`src/rtl/mem_loader.sv`:
```
// -----------------------------------------------------------------------------
// mem_loader
//
// Byte-stream boot loader for one CPU memory bank. A frame from the serial
// receiver is a 16-bit little-endian word count N followed by N words, each
// sent low byte first. Every assembled word is written to the next address of
// the OpenRAM bank using the bank's active-low en/rw strobes. The attached CPU
// is held in reset (cpu_hold) for the duration of a load.
//
// Parameters
//   ADDR_W   memory word-address width; bank depth is 2**ADDR_W (ADDR_W <= 16)
//   TIMEOUT  idle cycles tolerated between bytes of a frame before aborting
//
// Ports
//   soc_clk      in   1       clock
//   soc_rst      in   1       synchronous reset, active high
//   start        in   1       rising edge in IDLE/DONE/ERR begins a load
//   rx_valid     in   1       receiver has a byte; held until accepted
//   rx_data      in   8       receiver byte
//   rx_ready     out  1       byte accepted when rx_valid & rx_ready at posedge
//   addr_to_mem  out  ADDR_W  memory word address
//   data_to_mem  out  16      memory write data
//   en_to_memB   out  1       memory enable, active low
//   rw_to_mem    out  1       0 = write, 1 = read
//   cpu_hold     out  1       high while a load is in progress
//   done         out  1       sticky: last load completed
//   err          out  1       sticky: last load aborted (bad length / timeout)
// -----------------------------------------------------------------------------
module mem_loader #(
    parameter int ADDR_W  = 9,
    parameter int TIMEOUT = 4095
) (
    input  logic              soc_clk,
    input  logic              soc_rst,
    input  logic              start,
    input  logic              rx_valid,
    input  logic [7:0]        rx_data,
    output logic              rx_ready,
    output logic [ADDR_W-1:0] addr_to_mem,
    output logic [15:0]       data_to_mem,
    output logic              en_to_memB,
    output logic              rw_to_mem,
    output logic              cpu_hold,
    output logic              done,
    output logic              err
);

    localparam int DEPTH  = 1 << ADDR_W;
    // Remaining-word counter must hold the full depth (N == 2**ADDR_W).
    localparam int CNT_W  = $clog2(DEPTH + 1);
    localparam int IDLE_W = (TIMEOUT > 1) ? $clog2(TIMEOUT + 1) : 1;

    typedef enum logic [2:0] {
        S_IDLE,
        S_LEN_LO,
        S_LEN_HI,
        S_DAT_LO,
        S_DAT_HI,
        S_WRITE,
        S_DONE,
        S_ERR
    } state_t;

    state_t             state;
    state_t             next_state;
    logic               start_q;
    logic [7:0]         len_lo;
    logic [CNT_W-1:0]   remaining;
    logic [IDLE_W-1:0]  idle_cnt;

    logic               start_rise;
    logic               accept;
    logic               timeout_hit;
    logic [15:0]        len_word;
    logic               len_too_big;
    logic               load_start;
    logic               enter_done;
    logic               enter_err;

    assign start_rise  = start && !start_q;
    assign accept      = rx_valid && rx_ready;
    // The cycle that would push the idle count to TIMEOUT aborts the frame.
    assign timeout_hit = (idle_cnt == IDLE_W'(TIMEOUT - 1));
    assign len_word    = {rx_data, len_lo};
    assign len_too_big = ({16'd0, len_word} > 32'(DEPTH));

    assign load_start  = (next_state == S_LEN_LO) && (state != S_LEN_LO);
    assign enter_done  = (next_state == S_DONE) && (state != S_DONE);
    assign enter_err   = (next_state == S_ERR) && (state != S_ERR);

    // -------------------------------------------------------------------------
    // Next-state and decoded outputs
    // -------------------------------------------------------------------------
    always_comb begin
        // NOTE: every signal driven here gets a default first, so no path
        // through the case can leave one unassigned and infer a latch.
        next_state = state;
        rx_ready   = 1'b0;
        en_to_memB = 1'b1;
        rw_to_mem  = 1'b1;

        case (state)
            S_IDLE, S_DONE, S_ERR: begin
                if (start_rise) begin
                    next_state = S_LEN_LO;
                end
            end

            S_LEN_LO: begin
                rx_ready = 1'b1;
                if (rx_valid) begin
                    next_state = S_LEN_HI;
                end else if (timeout_hit) begin
                    next_state = S_ERR;
                end
            end

            S_LEN_HI: begin
                rx_ready = 1'b1;
                if (rx_valid) begin
                    if (len_word == 16'd0) begin
                        next_state = S_DONE;
                    end else if (len_too_big) begin
                        next_state = S_ERR;
                    end else begin
                        next_state = S_DAT_LO;
                    end
                end else if (timeout_hit) begin
                    next_state = S_ERR;
                end
            end

            S_DAT_LO: begin
                rx_ready = 1'b1;
                if (rx_valid) begin
                    next_state = S_DAT_HI;
                end else if (timeout_hit) begin
                    next_state = S_ERR;
                end
            end

            S_DAT_HI: begin
                rx_ready = 1'b1;
                if (rx_valid) begin
                    next_state = S_WRITE;
                end else if (timeout_hit) begin
                    next_state = S_ERR;
                end
            end

            S_WRITE: begin
                // Single-cycle write strobe; the receiver is stalled meanwhile.
                en_to_memB = 1'b0;
                rw_to_mem  = 1'b0;
                if (remaining == CNT_W'(1)) begin
                    next_state = S_DONE;
                end else begin
                    next_state = S_DAT_LO;
                end
            end

            default: begin
                next_state = S_IDLE;
            end
        endcase
    end

    // -------------------------------------------------------------------------
    // State and datapath registers
    // -------------------------------------------------------------------------
    always_ff @(posedge soc_clk) begin
        // NOTE: non-blocking assignments throughout, so every register here
        // sees the pre-edge value of every other register.
        if (soc_rst) begin
            state       <= S_IDLE;
            start_q     <= 1'b0;
            len_lo      <= 8'd0;
            remaining   <= '0;
            idle_cnt    <= '0;
            addr_to_mem <= '0;
            data_to_mem <= 16'd0;
            cpu_hold    <= 1'b0;
            done        <= 1'b0;
            err         <= 1'b0;
        end else begin
            state   <= next_state;
            start_q <= start;

            // Idle counter restarts on any accepted byte or state change and
            // only advances while a byte is being waited for.
            if (accept || (next_state != state)) begin
                idle_cnt <= '0;
            end else if (rx_ready) begin
                idle_cnt <= idle_cnt + IDLE_W'(1);
            end

            if (load_start) begin
                done        <= 1'b0;
                err         <= 1'b0;
                addr_to_mem <= '0;
                cpu_hold    <= 1'b1;
            end

            if (enter_done) begin
                done     <= 1'b1;
                cpu_hold <= 1'b0;
            end

            if (enter_err) begin
                err      <= 1'b1;
                cpu_hold <= 1'b0;
            end

            if (accept) begin
                case (state)
                    S_LEN_LO: len_lo            <= rx_data;
                    // Only used when the length is in range; truncation of an
                    // oversized count is harmless because that path aborts.
                    S_LEN_HI: remaining         <= CNT_W'(len_word);
                    S_DAT_LO: data_to_mem[7:0]  <= rx_data;
                    S_DAT_HI: data_to_mem[15:8] <= rx_data;
                    default: ;
                endcase
            end

            // Address wraps naturally to 0 after the last word of a full bank.
            if (state == S_WRITE) begin
                addr_to_mem <= addr_to_mem + ADDR_W'(1);
                remaining   <= remaining - CNT_W'(1);
            end
        end
    end

endmodule

```
`config.mk`:
```
export PLATFORM = sky130hd
export DESIGN_NAME = mem_loader
export DESIGN_NICKNAME = d
export VERILOG_FILES = /design/src/rtl/mem_loader.sv
export SDC_FILE = /design/constraint.sdc
export NUM_CORES = 1
export LEC_CHECK = 0
export BUFFER_PORTS_ARGS = -buffer_cell sky130_fd_sc_hd__buf_4
export CAP_MARGIN = 10
export CORE_AREA = 2 2 81 83
export CTS_BUF_LIST = sky130_fd_sc_hd__clkbuf_8
export DETAILED_ROUTE_END_ITERATION = 12
export DIE_AREA = 0 0 83 85
export PLACE_DENSITY_LB_ADDON = 0.05
export SETUP_SLACK_MARGIN = 0.2
export SLEW_MARGIN = 20
export SYNTH_ARGS = -nofsm -noshare
export SYNTH_HDL_FRONTEND = slang
export SYNTH_SLANG_ARGS = --single-unit
```
`constraint.sdc`:
```
create_clock -name soc_clk -period 1.72 [get_ports soc_clk]
set_input_delay 0.172 -clock soc_clk [delete_from_list [all_inputs] [get_ports soc_clk]]
set_output_delay 0.172 -clock soc_clk [all_outputs]
set_load 0.05 [all_outputs]
```
Word level (Yosys, flattened, before mapping)
Cells that the tools add are included.
{ "op_classes": {"add_sub_neg": 3, "n_lt_le_gt_ge": 1, "n_eq_ne": 16, "mux": 20, "n_reduce_logical": 22} }
{ "op_table": {"columns": ["op", "n"], "rows": [
  ["$mux 10", 3],
  ["$mux 3", 9],
  ["$eq 3x3->1 const B", 6],
  ["$mux 9", 2],
  ["$pmux 3 s6", 1],
  ["$gt 16x10->1 const B", 1],
  ["$logic_not 16->1", 1],
  ["$add 12x1->12 const B", 1],
  ["$eq 12x12->1 const B", 1],
  ["$eq 10x1->1 const B", 1],
  ["$reduce_bool 2->1", 5],
  ["$sub 10x1->10 const B", 1],
  ["$add 9x1->9 const B", 1],
  ["$reduce_and 2->1", 4],
  ["$eq 3x1->1 const B", 2],
  ["$eq 3x2->1 const B", 2],
  ["$ne 3x3->1 const B", 2],
  ["$reduce_or 3->1", 2],
  ["$logic_and 1x1->1", 5],
  ["$mux 1", 5],
  ["$reduce_or 4->1", 1],
  ["$logic_not 3->1", 1],
  ["$ne 3x1->1 const B", 1],
  ["$ne 3x3->1", 1],
  ["other kinds (3)", 3]
]} }
{ "totals": {"regBits": 62, "output_inout_bits": 31} }

Logic depth before layout (Yosys ltp)
{ "logic_depth": {"depth_word": 9, "depth_mapped": 9, "depth_no_buf": 8} }

Worst setup path after synthesis
OpenSTA, ideal clock, no wires.
{ "synth_timing": {"path_type": "register to register", "startpoint": "register addr_to_mem[0]", "endpoint": "register addr_to_mem[8]", "arrival_time_ps": 1858, "required_time_ps": 1646, "slack_ps": -212, "path_stages_with_launch": 6, "n_path_buf": 0, "synth_period_minus_slack_ps": 1932, "cell_sequence": "dfxtp_1 > ha_1 > and3_1 > nand3_1 > or4_1 > a31oi_1"} }
{ "synth_between": {"elab_chain_cells": 2} }
{ "synth_lines": {"columns": ["item", "line_no", "source"], "rows": [
  ["start: declaration", "39", "output logic [ADDR_W-1:0] addr_to_mem,"],
  ["start signal: assignment", "228", "addr_to_mem <= addr_to_mem + ADDR_W'(1);"],
  ["$add 9x1->9", "228", null],
  ["$mux 9", "227", "if (state == S_WRITE) begin"]
]} }
No other way between the ends.
A chain may end at the register's enable or synchronous reset.

Final worst setup path
{ "layout_timing": {"startpoint": "register len_lo[7]", "endpoint": "register addr_to_mem[3]"} }
{ "layout_between": {"elab_chain_cells": 8, "elab_cells_between_ends": 9} }
{ "layout_lines": {"columns": ["item", "line_no", "source"], "rows": [
  ["start: declaration", "67", "logic [7:0] len_lo;"],
  ["start signal: assignment", "216", "S_LEN_LO: len_lo <= rx_data;"],
  ["$gt 16x10->1", "85", "assign len_too_big = ({16'd0, len_word} > 32'(DEPTH));"],
  ["$mux 3", "123", "end else if (len_too_big) begin"],
  ["$mux 3 *", "121", "if (len_word == 16'd0) begin"],
  ["$mux 3 *", "120", "if (rx_valid) begin"],
  ["$pmux 3 s6 *", "102", "case (state)"],
  ["$eq 3x1->1 *", "87", "assign load_start = (next_state == S_LEN_LO) && (state != S_LEN_LO);"],
  ["$logic_and 1x1->1 *", "87", null],
  ["$reduce_bool 2->1 (no source line) *", null, null]
]} }
Mark *: on every way between the ends. The rest lies on a longest branch, timed or not.

==> impl_metrics.yaml <==
run_status:
  outcome: "complete, but fails checks"
  violations: "negative setup slack"
yosys:
  yosysSeqAreaShare_pct: 40.3
  avgSynthCellArea_um2: 8.18
  synth_ff_type: "dfxtp_1"
  yosysUniqueCellTypes: 58
  synth_area_leader_cell: "dfxtp_1"
  syn_inst: 377
  async_flop_share_pct: 0
  syn_area_mm2: 0.00308
  synth_edf_count: 0
  yosysWarnings: 0
  synth_top_area_share_pct: 40.3
  syn_nets: 394
  synth_seq_cells: 62
  synthTopCellsByArea: "dfxtp_1 (40%), nand2_1 (7.1%), nor2_1 (5.7%)"
cts:
  cts-root-buf: "clkbuf_8"
  path_clk_slew_ns: 0.08
  cts_tree: "built"
  hold_buffers: 0
  clock_latency_ns: 0.35
  htreeDepth: 3
  clock-sinks: 62
  clk_path_buf_depth: 2
  cts_inserted_buffers: 9
critical_path:
  path_class: "flop to flop"
  worstReg2RegStart: "len_lo[7]$_SDFFE_PP0P_"
  critical-path-top-delay-family: "compound AO/OA/AOI/OAI gates"
  critPathCaptureType: "flop"
  crit_fanout: 4
  required_ns: 1.98
  r2r_end: "addr_to_mem[3]$_SDFFE_PP0P_"
  rrSetupSlack_ns: -0.28
  slowest_delay_ns: 0.36
  worstRegToRegCells: 8
  crit_chain: "nor4_4, nand3_1, o311ai_2, o2bb2ai_4, buf_12, buf_6, o211ai_1, a31oi_1"
  worst-path-buf-inv: 2
  critPathLaunchType: "flop"
  cp_data_arrival_time_ns: 2.26
  worst_path_max_delay_cell: "o311ai_2"
floorplanning:
  num_rows: 29
  die_h_um: 85
  io_pins: 43
  die_area_mm2: 0.00706
  die_x_um: 83
  core-area_mm2: 0.00620
  initial_core_util_pct: 49.7
timing:
  max_slew_margin_pct: 65.5
  skew_ns: 0.00898
  final_max_slew_viol_count: 0
  whs_ns: 0.0889
  max_freq_mhz: 499
  finalSetupViolCount: 29
  min_period_over_period_pct: 116
  rsz0062_at_grt: "true"
  fin_crit_ns: 2.00
  setup_tns_ns: -4.47
  worst_slew_pin_slew_ns: 0.517
  setup_slack_ns: -0.282
  hold_viol_final: 0
finish:
  fin_cells: 593
  nets: 528
  drive_gt1_share_pct: 45.5
  n_fill_cell: 360
  utilization_pct: 81.4
  diodes: 0
  areaGrowthSynthToFinish_pct: 63.8
worst_hold_path:
  hold_path.class: "primary input to flop"
  hold_start: "start"
  min_path_cells: 2
  holdPathEnd: "start_q$_SDFF_PP0_"
power:
  power_density_mw_per_mm2: 769
  vdd_ir_drop_max_uv: 663
  leakage_uw: 0.00200
grt:
  grt-ovfl-total: 0
  grt_usage_pct: 25.6
  grt_max_degree: 40
  antenna_found_initial: 0
  grt_pass1_wl_um: 14800
  grt_pass1_vias: 3163
flow_run:
  maxCapViolCount: 0
route:
  routedWlPerCell_um: 17.3
  drt_first_pass_iters: 5
  drcViolationCount: 0
  drt-total-wl_um: 10200
  via_per_inst: 5.75
  ant_nets: 0
  route.vias.total: 3412
  drt_iter0_drc: 202
place:
  port_buffers: 42
  place_hpwl_um: 5540
  dp_cells: 544
  place_ws_ns: -0.317
  place.gp.congestion: 0.808
[stage by stage]
stage / area, µm² / power (µW)
6_report: 5050 / 3880
5_1_grt: 5050 / 3980
4_1_cts: 4770 / 3790
3_5_place_dp: 4080 / 1930
3_3_place_gp: 4080 / 1920
2_1_floorplan: 3230 / 1750
[synth_stat cells, drive strengths merged (2+ instances only)]
master,number
or3,6
and2,4
a21oi,28
nor2b,5
ha,5
o211ai,12
xor2,3
clkbuf,9
o31ai,3
a2bb2oi,2
mux2i,9
nand2b,4
and3,3
o32ai,2
nand3,16
nand4,7
nor3,6
nand2,58
or4,4
nor2,47
xnor2,11
a221oi,3
nor4,6
nand3b,3
o21ai,5
a211oi,2
inv,12
a31oi,9
dfxtp,62
or2,2
buf,12
[area by class of cell]
| cell class | count | area [µm²] | area share (%) |
|---|---|---|---|
| Clock buffer | 9 | 124 | 2.45 |
| Clock inverter | 7 | 146 | 2.90 |
| Inverter | 12 | 47.5 | 0.942 |
| Multi-Input combinational cell | 282 | 2070 | 41.0 |
| Sequential cell | 62 | 1260 | 25.0 |
| Tap cell | 77 | 96.3 | 1.91 |
| Timing Repair Buffer | 144 | 1310 | 25.8 |
[sequential cells by signal, indices dropped and copies added, names as in the netlist]
name,count
state,3
addr_to_mem,9
remaining,10
data_to_mem,16
err,1
done,1
idle_cnt,12
cpu_hold,1
len_lo,8
start_q,1
[power breakdown]
group / internal (µW) / switching, µW / leakage (µW)
combinational: 342 / 318 / 0.00136
clock: 1120 / 625 / 0.000134
sequential: 1460 / 21.6 / 0.000507
[worst max-delay path by stage]
stage / startpoint / endpoint / cells after the start / slack, ns
floorplan: state[2]$_SDFF_PP0_ / idle_cnt[11]$_SDFFE_PP0N_ / 7 / -0.03
detailed placement: rx_data[4] / addr_to_mem[6]$_SDFFE_PP0P_ / 7 / -0.32
global route: len_lo[7]$_SDFFE_PP0P_ / addr_to_mem[7]$_SDFFE_PP0P_ / 8 / -0.41
CTS: idle_cnt[0]$_SDFFE_PP0N_ / err$_SDFFE_PP0P_ / 9 / -0.16
global placement: rx_data[4] / addr_to_mem[6]$_SDFFE_PP0P_ / 7 / -0.28
finish: len_lo[7]$_SDFFE_PP0P_ / addr_to_mem[3]$_SDFFE_PP0P_ / 8 / -0.28
[metal layers]
metal / global-route usage [%] / part of all wire [%] / wire [µm]
met1: 32.3 / 41 / 4250
met4: 9.09 / 3.9 / 404
met5: 0 / 0 / 0
met2: 43.9 / 49 / 5040
met3: 4.77 / 5.4 / 551
[logic make-up (layout without fill, tap and decap cells)]
logic type / count (synthesis) / count (layout) / share of synthesized area [%]
flops: 62 / 62 / 40.3
buf+inv: 33 / 172 / 4.75
compound gates: 76 / 76 / 16.4
simple gates: 177 / 177 / 28.7
xor+xnor: 14 / 14 / 4.59
mux: 9 / 9 / 2.92
fa+ha+maj: 6 / 6 / 2.35
[cell usage in the layout (no fill, tap or decap), types with 4 or more instances in the layout]
cell,Yosys,routed
or3_1,6,6
o211ai_1,12,12
dfxtp_2,0,10
a31oi_1,9,8
buf_8,0,4
xnor2_1,10,10
nand3_1,15,10
nor2b_1,5,4
nor2_1,47,40
buf_12,0,8
a21oi_1,28,25
buf_6,0,13
bufinv_16,0,4
nand2_1,58,57
buf_4,3,117
nand3_2,1,4
inv_1,11,10
dfxtp_1,62,50
clkbuf_8,0,9
nand4_1,5,5
ha_1,5,4
mux2i_1,9,9
nor2_4,0,5
[timing repair]
item                                    in CTS  in global routing
gates cloned                                 2                  0
resized for setup                           48                 42
pin swaps                                   23                 24
endpoints found under the setup margin      47                 51
buffers inserted                            18                 13
(Power assumes the default switching activity.)
